===== config.mk =====
export PLATFORM = sky130hd
export DESIGN_NAME = bus_master_030
export DESIGN_NICKNAME = d
export VERILOG_FILES = /design/src/rtl/bus030_pkg.sv /design/src/rtl/bus_watchdog.sv /design/src/rtl/bus_master_030.sv
export SDC_FILE = /design/constraint.sdc
export NUM_CORES = 1
export LEC_CHECK = 0
export CORE_MARGIN = 5
export CORE_UTILIZATION = 39
export DETAILED_ROUTE_END_ITERATION = 6
export HOLD_SLACK_MARGIN = 0.02
export PLACE_DENSITY = 0.77
export SYNTH_ARGS = -nofsm -noshare
export SYNTH_HDL_FRONTEND = slang
export SYNTH_HIERARCHICAL = 1
export SYNTH_SLANG_ARGS = --single-unit

===== constraint.sdc =====
create_clock -name sysClk -period 1.9 [get_ports sysClk]
set_input_delay 0.38 -clock sysClk [delete_from_list [all_inputs] [get_ports sysClk]]
set_output_delay 0.38 -clock sysClk [all_outputs]
set_load 0.005 [all_outputs]

===== src/rtl/bus030_pkg.sv =====
// Shared encodings for the 68030-style bus master: FSM states, SIZ codes, burst length,
// and the rule deciding whether a request may ask for a cache-line burst.
package bus030_pkg;

    typedef logic [2:0] state_t;

    localparam state_t ST_IDLE  = 3'd0;
    localparam state_t ST_ADDR  = 3'd1;
    localparam state_t ST_WAIT  = 3'd2;
    localparam state_t ST_BURST = 3'd3;
    localparam state_t ST_TERM  = 3'd4;
    localparam state_t ST_ERR   = 3'd5;

    typedef enum logic [1:0] {
        SIZ_LONG = 2'b00,
        SIZ_BYTE = 2'b01,
        SIZ_WORD = 2'b10,
        SIZ_LINE = 2'b11
    } siz_e;

    localparam int unsigned BURST_BEATS = 4;

    // Only long-aligned long reads may request a line burst.
    function automatic logic burst_ok(input logic burst, input logic rwn,
                                      input logic [1:0] siz, input logic [29:0] addr);
        return burst && rwn && (siz == SIZ_LONG) && (addr[1:0] == 2'b00);
    endfunction

endpackage


===== src/rtl/bus_watchdog.sv =====
// Acknowledge watchdog: counts cycles since the last clear while run is high and
// flags the cycle in which TIMEOUT_CYC cycles without acknowledge have elapsed.
module bus_watchdog #(
    parameter int unsigned TIMEOUT_CYC = 64
) (
    input  logic clk,
    input  logic rst,
    input  logic clear,
    input  logic run,
    output logic expired
);

    localparam int unsigned CntW = (TIMEOUT_CYC > 2) ? $clog2(TIMEOUT_CYC) : 1;

    logic [CntW-1:0] cnt_q, cnt_d;

    always_comb begin
        cnt_d = cnt_q;
        if (clear) begin
            cnt_d = '0;
        end else if (run) begin
            cnt_d = cnt_q + CntW'(1);
        end
    end

    always_ff @(posedge clk) begin
        if (rst) begin
            cnt_q <= '0;
        end else begin
            cnt_q <= cnt_d;
        end
    end

    assign expired = (cnt_q == CntW'(TIMEOUT_CYC - 1));

endmodule


===== src/rtl/bus_master_030.sv =====
// Request-to-bus master for a 68030-style bus with optional 4-beat line burst.
// Define BUS_TIMEOUT_EN to add the acknowledge watchdog and the ERR response path.
module bus_master_030 import bus030_pkg::*; #(
    parameter int unsigned TIMEOUT_CYC = 64
) (
    input  logic        sysClk,
    input  logic        sysRESET,
    input  logic        reqValid,
    output logic        reqReady,
    input  logic [29:0] reqAddr,
    input  logic [1:0]  reqSIZ,
    input  logic        reqRWn,
    input  logic        reqBurst,
    input  logic [31:0] reqWData,
    output logic        rspValid,
    output logic        rspLast,
    output logic        rspErr,
    output logic [31:0] rspRData,
    output logic [29:0] cpuAddr,
    output logic [1:0]  cpuSIZ,
    output logic        cpuRWn,
    output logic        cpuASn,
    output logic        cpuCBREQn,
    output logic [31:0] busDataOut,
    output logic        busDataOE,
    input  logic        ramACKn,
    input  logic        cpuCBACKn,
    input  logic [31:0] busDataIn
);

    state_t      state_q, state_d;
    logic [29:0] addr_q, addr_d;
    logic [1:0]  siz_q, siz_d;
    logic        rwn_q, rwn_d;
    logic [31:0] wdata_q, wdata_d;
    logic        cbreq_q, cbreq_d;
    logic [1:0]  beat_q, beat_d;
    logic        rsp_valid_q, rsp_valid_d;
    logic        rsp_last_q, rsp_last_d;
    logic [31:0] rdata_q, rdata_d;

    logic ack, timeout, strobe, waiting, err_st;

    assign ack     = ~ramACKn;
    assign waiting = (state_q == ST_WAIT) || (state_q == ST_BURST);
    assign err_st  = (state_q == ST_ERR);
    // The address strobe stays asserted through ERR; TERM is where it negates.
    assign strobe  = (state_q == ST_ADDR) || waiting || err_st;

`ifdef BUS_TIMEOUT_EN
    logic wd_clear, wd_run, wd_expired;

    assign wd_clear = (state_q == ST_IDLE) || (waiting && ack);
    assign wd_run   = (state_q == ST_ADDR) || waiting;

    bus_watchdog #(
        .TIMEOUT_CYC(TIMEOUT_CYC)
    ) u_watchdog (
        .clk    (sysClk),
        .rst    (sysRESET),
        .clear  (wd_clear),
        .run    (wd_run),
        .expired(wd_expired)
    );

    assign timeout = wd_expired && waiting && !ack;
    assign rspErr  = err_st;
`else
    assign timeout = 1'b0;
    assign rspErr  = 1'b0;
`endif

    always_comb begin
        state_d     = state_q;
        addr_d      = addr_q;
        siz_d       = siz_q;
        rwn_d       = rwn_q;
        wdata_d     = wdata_q;
        cbreq_d     = cbreq_q;
        beat_d      = beat_q;
        rdata_d     = rdata_q;
        rsp_valid_d = 1'b0;
        rsp_last_d  = 1'b0;

        case (state_q)
            ST_IDLE: begin
                if (reqValid) begin
                    state_d = ST_ADDR;
                    addr_d  = reqAddr;
                    siz_d   = reqSIZ;
                    rwn_d   = reqRWn;
                    wdata_d = reqWData;
                    cbreq_d = burst_ok(reqBurst, reqRWn, reqSIZ, reqAddr);
                end
            end
            ST_ADDR: state_d = ST_WAIT;
            ST_WAIT: begin
                if (ack) begin
                    rsp_valid_d = 1'b1;
                    if (rwn_q) rdata_d = busDataIn;
                    if (cbreq_q && !cpuCBACKn) begin
                        state_d = ST_BURST;
                        beat_d  = 2'd1;
                    end else begin
                        rsp_last_d = 1'b1;
                        cbreq_d    = 1'b0;
                        state_d    = ST_TERM;
                    end
                end else if (timeout) begin
                    cbreq_d = 1'b0;
                    state_d = ST_ERR;
                end
            end
            ST_BURST: begin
                if (ack) begin
                    rsp_valid_d = 1'b1;
                    rdata_d     = busDataIn;
                    if (beat_q == 2'(BURST_BEATS - 1)) begin
                        rsp_last_d = 1'b1;
                        beat_d     = 2'd0;
                        state_d    = ST_TERM;
                    end else begin
                        beat_d = beat_q + 2'd1;
                        // Drop the burst request once only the final beat is outstanding.
                        if (beat_q == 2'd2) cbreq_d = 1'b0;
                    end
                end else if (timeout) begin
                    cbreq_d = 1'b0;
                    beat_d  = 2'd0;
                    state_d = ST_ERR;
                end
            end
            ST_ERR: state_d = ST_TERM;
            ST_TERM: begin
                cbreq_d = 1'b0;
                state_d = ST_IDLE;
            end
            default: state_d = ST_IDLE;
        endcase
    end

    always_ff @(posedge sysClk) begin
        if (sysRESET) begin
            state_q     <= ST_IDLE;
            addr_q      <= '0;
            siz_q       <= '0;
            rwn_q       <= 1'b1;
            wdata_q     <= '0;
            cbreq_q     <= 1'b0;
            beat_q      <= '0;
            rsp_valid_q <= 1'b0;
            rsp_last_q  <= 1'b0;
            rdata_q     <= '0;
        end else begin
            state_q     <= state_d;
            addr_q      <= addr_d;
            siz_q       <= siz_d;
            rwn_q       <= rwn_d;
            wdata_q     <= wdata_d;
            cbreq_q     <= cbreq_d;
            beat_q      <= beat_d;
            rsp_valid_q <= rsp_valid_d;
            rsp_last_q  <= rsp_last_d;
            rdata_q     <= rdata_d;
        end
    end

    assign reqReady   = (state_q == ST_IDLE);
    assign cpuAddr    = addr_q;
    assign cpuSIZ     = siz_q;
    assign cpuRWn     = strobe ? rwn_q : 1'b1;
    assign cpuASn     = ~strobe;
    assign cpuCBREQn  = ~(cbreq_q && ((state_q == ST_ADDR) || waiting));
    assign busDataOut = wdata_q;
    assign busDataOE  = strobe && !rwn_q;
    assign rspValid   = rsp_valid_q || err_st;
    assign rspLast    = rsp_last_q || err_st;
    assign rspRData   = rdata_q;

endmodule

==> summary.md <==
| Metric | Value |
|---|---|
| Final period util | between 90% and 100% |
| Power Internal | 3.81 mW |
| Fin. max-slew vios | 0 |
| Final WL | 11400 um |
| Syn. warnings | 6 |
| Residual DRC count | 0 |
| Max VDD drop | ~480 uV |
| Register bit total from synthesis | approximately 110 |
| Hold Vio Cnt, Final | 0 |
| Setup Viol. Count Final | 0 |
| Critical path class | register to output pin |
| Part of the power in registers | between 40 and 50% |
| Crit path launch type | register |
| Antenna violations before repair | 0 |
| Area of the multi-input gates | roughly 1600 um^2 |
| FF-to-FF setup slack | ~310 ps |
| Hold Startpoint | sysRESET |
| Worst reg2reg path depth | 6 |
| Number of max-cap violations | 0 |
| Worst Skew | about 19 ps |
| Storage element area | roughly 2100 um^2 |
| Minimum clock period | around 1800 ps |
| Worst hold path class | primary input to register |
| Fin nets | between 700 and 800 |
| H-tree lvl count | 3 |
| CTS tree | built |
| Largest family of logic cells by synthesized area | simple AND/OR/NAND/NOR gates |
| Port Buf Inserts | slightly above 200 |
| Die area | approximately 12000 um^2 |
| P&R area growth vs syn | 58.6% |
| Post-synthesis mux area share | 8.33% |
| Clk Latency, worst-skew pair | roughly 360 ps |
| Core area | 9860 um^2 |
| Worst r2r src | state_q[2] |
| Worst Hold Depth | 2 |
| Post-Synth Adder-Cell Area | less than 1% |
| Setup tns final | 0 ps |
| Count of cell types in the netlist | 36 |
| Final Util | between 60% and 70% |
| Total placed instance area | about 6100 um^2 |
| Status | finished clean |
| Net Sw Frac | 27.5% |
| ANT nets after route | 0 |
| Fillcell total | 800 |
| Initial core utilization | around 40% |
| Highest Clock Rate | ~560 MHz |
| Gp weighted congestion | a little over 0.8 |
| Longest Clk Path Bufs | 2 |
| Total grt overflow | 0 |
| Post-Syn Area | 3980 um^2 |
| Fraction of layout cells with a size suffix above 1 | a little over 7% |
| Vias per cell | 4.76 |
| CTS sink cnt | ~110 |
| Synth Area in Compound Gates | around an eighth |
| Setup WS post-layout | around 110 ps |
| LEAKAGE | approximately 2.3 nW |
| CP Max Fanout | 13 |
| CP required | around 1500 ps |
| Part of the power in the clock network | approximately a quarter |
| Top cell type's share of synthesized area | around 53% |
| Worst hold margin | ~450 ps |
| Comb power frac | 26.6% |
| Die Y | roughly 110 um |
| Largest net degree at the start of global routing | 44 |
| Ant diodes | 0 |
| Most frequent cells in the layout | clkdlybuf4s50_1 (197), nand2_1 (133), dfxtp_1 (102), a21oi_1 (68), nor2_1 (36) |
| Wirelength per Cell | ~14 um |
| Setup crit end kind | output pin |
| Clock Tree Root | clkbuf_8 |
| Post-Syn Area per Cell | ~8.8 um^2 |
| Pwr dens | ~830 nW/um^2 |
| First drt pass iteration count | 4 |
| Post-synthesis xor/xnor area fraction | 0% |
| Post-DP HPWL | about 8500 um |
| Clk slew on worst S/H paths | ~90 ps |
| CTS Buf Count | 9 |
| Post-Place Setup Slack | -52.2 ps |
| Row Count | 36 |
| Hold_buf cts | 0 |
| Seq/Total Area, Yosys | a little over half |
| Die W | 111 um |
| RSZ-0062 raised after global routing | no |
| First-pass GRT wire length | between 15000 and 20000 um |
| Syn_nets | between 500 and 600 |
| R2R Path End | rspRData[13] |
| Initial DRC count | around 160 |
| Worst Hold Path EP | beat_q[1] |
| Commonest non-fill, non-tap cell in the layout | clkdlybuf4s50_1 |
| I/O pin count | 207 |
| Total Routing Usage GR | between 10% and 20% |
| Net Sw Power | 1.45 mW |
| Arrival time at the worst endpoint | roughly 1400 ps |
| Routed vias | around 3800 |
| Post-Synth Simple-Gate Area | 19.4% |
| Mapped Cells | approximately 450 |
| Synth area leader | dfxtp_1 |
| Finished Cell Area | around 6300 um^2 |
| Main area contributors after synthesis | dfxtp_1 (53%), nand2_1 (13%), a21oi_1 (8.5%) |
| Vias in the first global route | roughly 3700 |
==> layer usage <==
layer	track usage [%]	routed length (um)	share of wire (%)	vias up
li1	-	-	-	1873
met1	20.8	4710	41	1710
met2	30.3	5460	48	153
met3	7.04	997	8.7	20
met4	5.27	251	2.2	0
met5	0	0	0	-
==> worst max path at each step <==
stage / slack [ps] / startpoint / to / depth (start not counted)
after floorplan: 500 / state_q[1] / rspRData[28] / 7
final: 110 / state_q[0] / reqReady / 3
after global placement: 20 / ramACKn / rspRData[21] / 6
after CTS: -1 / state_q[1] / cpuCBREQn / 3
after global routing: 10 / state_q[0] / reqReady / 3
after detailed placement: -50 / ramACKn / rspRData[22] / 6
==> area by class of cell <==
type / instances / area share (%)
Inverter: 5 / 0.297
Sequential cell: 105 / 33.3
Timing Repair Buffer: 222 / 35.0
Clock buffer: 12 / 2.14
Tap cell: 133 / 2.64
Clock inverter: 4 / 0.852
Multi-Input combinational cell: 308 / 25.7
==> worst max-delay path: stages (launching register included) <==
cell and delay (ps):
dfxtp_2 350, buf_4 180, nor3_4 250, dlygate4sd2_1 280
==> synthesized netlist by cell type (all sizes together) <==
master,instances
nor2,38
clkbuf,13
a21bo,1
nor2b,1
a21o,3
mux2,1
nor3,1
nand3,1
a221oi,1
and2,1
nand2,134
buf,21
and2b,2
o2111a,1
nor4b,1
a21oi,68
o21ai,3
nor4bb,1
or3b,1
a211oi,3
nor3b,1
conb,1
o21a,1
mux2i,32
dfxtp,105
inv,5
nand3b,2
nand2b,3
ha,2
a32oi,1
a2111oi,3
==> kinds of logic after synthesis <==
kind of cell               after synthesis
and+or+nand+nor                        187
DFF                                    105
AOI/OAI and AO/OA                       85
buffers and inverters                   39
muxes                                   33
adders and majority gates                2
other                                    1
==> power by group through the flow <==
stage                     registers (mW)  clock network [mW]  logic [mW]
after floorplan                     2.57                   0       0.647
after global placement              2.55                   0        1.38
after detailed placement            2.56                   0        1.40
after CTS                           2.52                1.40        1.41
after global routing                2.54                1.50        1.53
final                               2.51                1.35        1.40
==> metrics by stage <==
| step | total power [mW] | instances |
|---|---|---|
| after floorplan | 3.21 | 452 |
| after global placement | 3.92 | 769 |
| after detailed placement | 3.96 | 769 |
| after CTS | 5.32 | 786 |
| after global routing | 5.57 | 789 |
| final | 5.26 | 789 |
==> sequential cells by signal (all words and copies together) (netlist names) <==
signal       flops
beat_q           2
rsp_valid_q      1
cpuAddr         30
cbreq_q          1
rsp_last_q       1
rwn_q            1
rspRData        32
busDataOut      32
cpuSIZ           2
state_q          3
==> timing repair <==
item,CTS,global route
buffers inserted,1,3
setup endpoints to repair,7,4
pin swaps,1,1
resized for setup,16,4
Power figures use the tool's default switching activity.
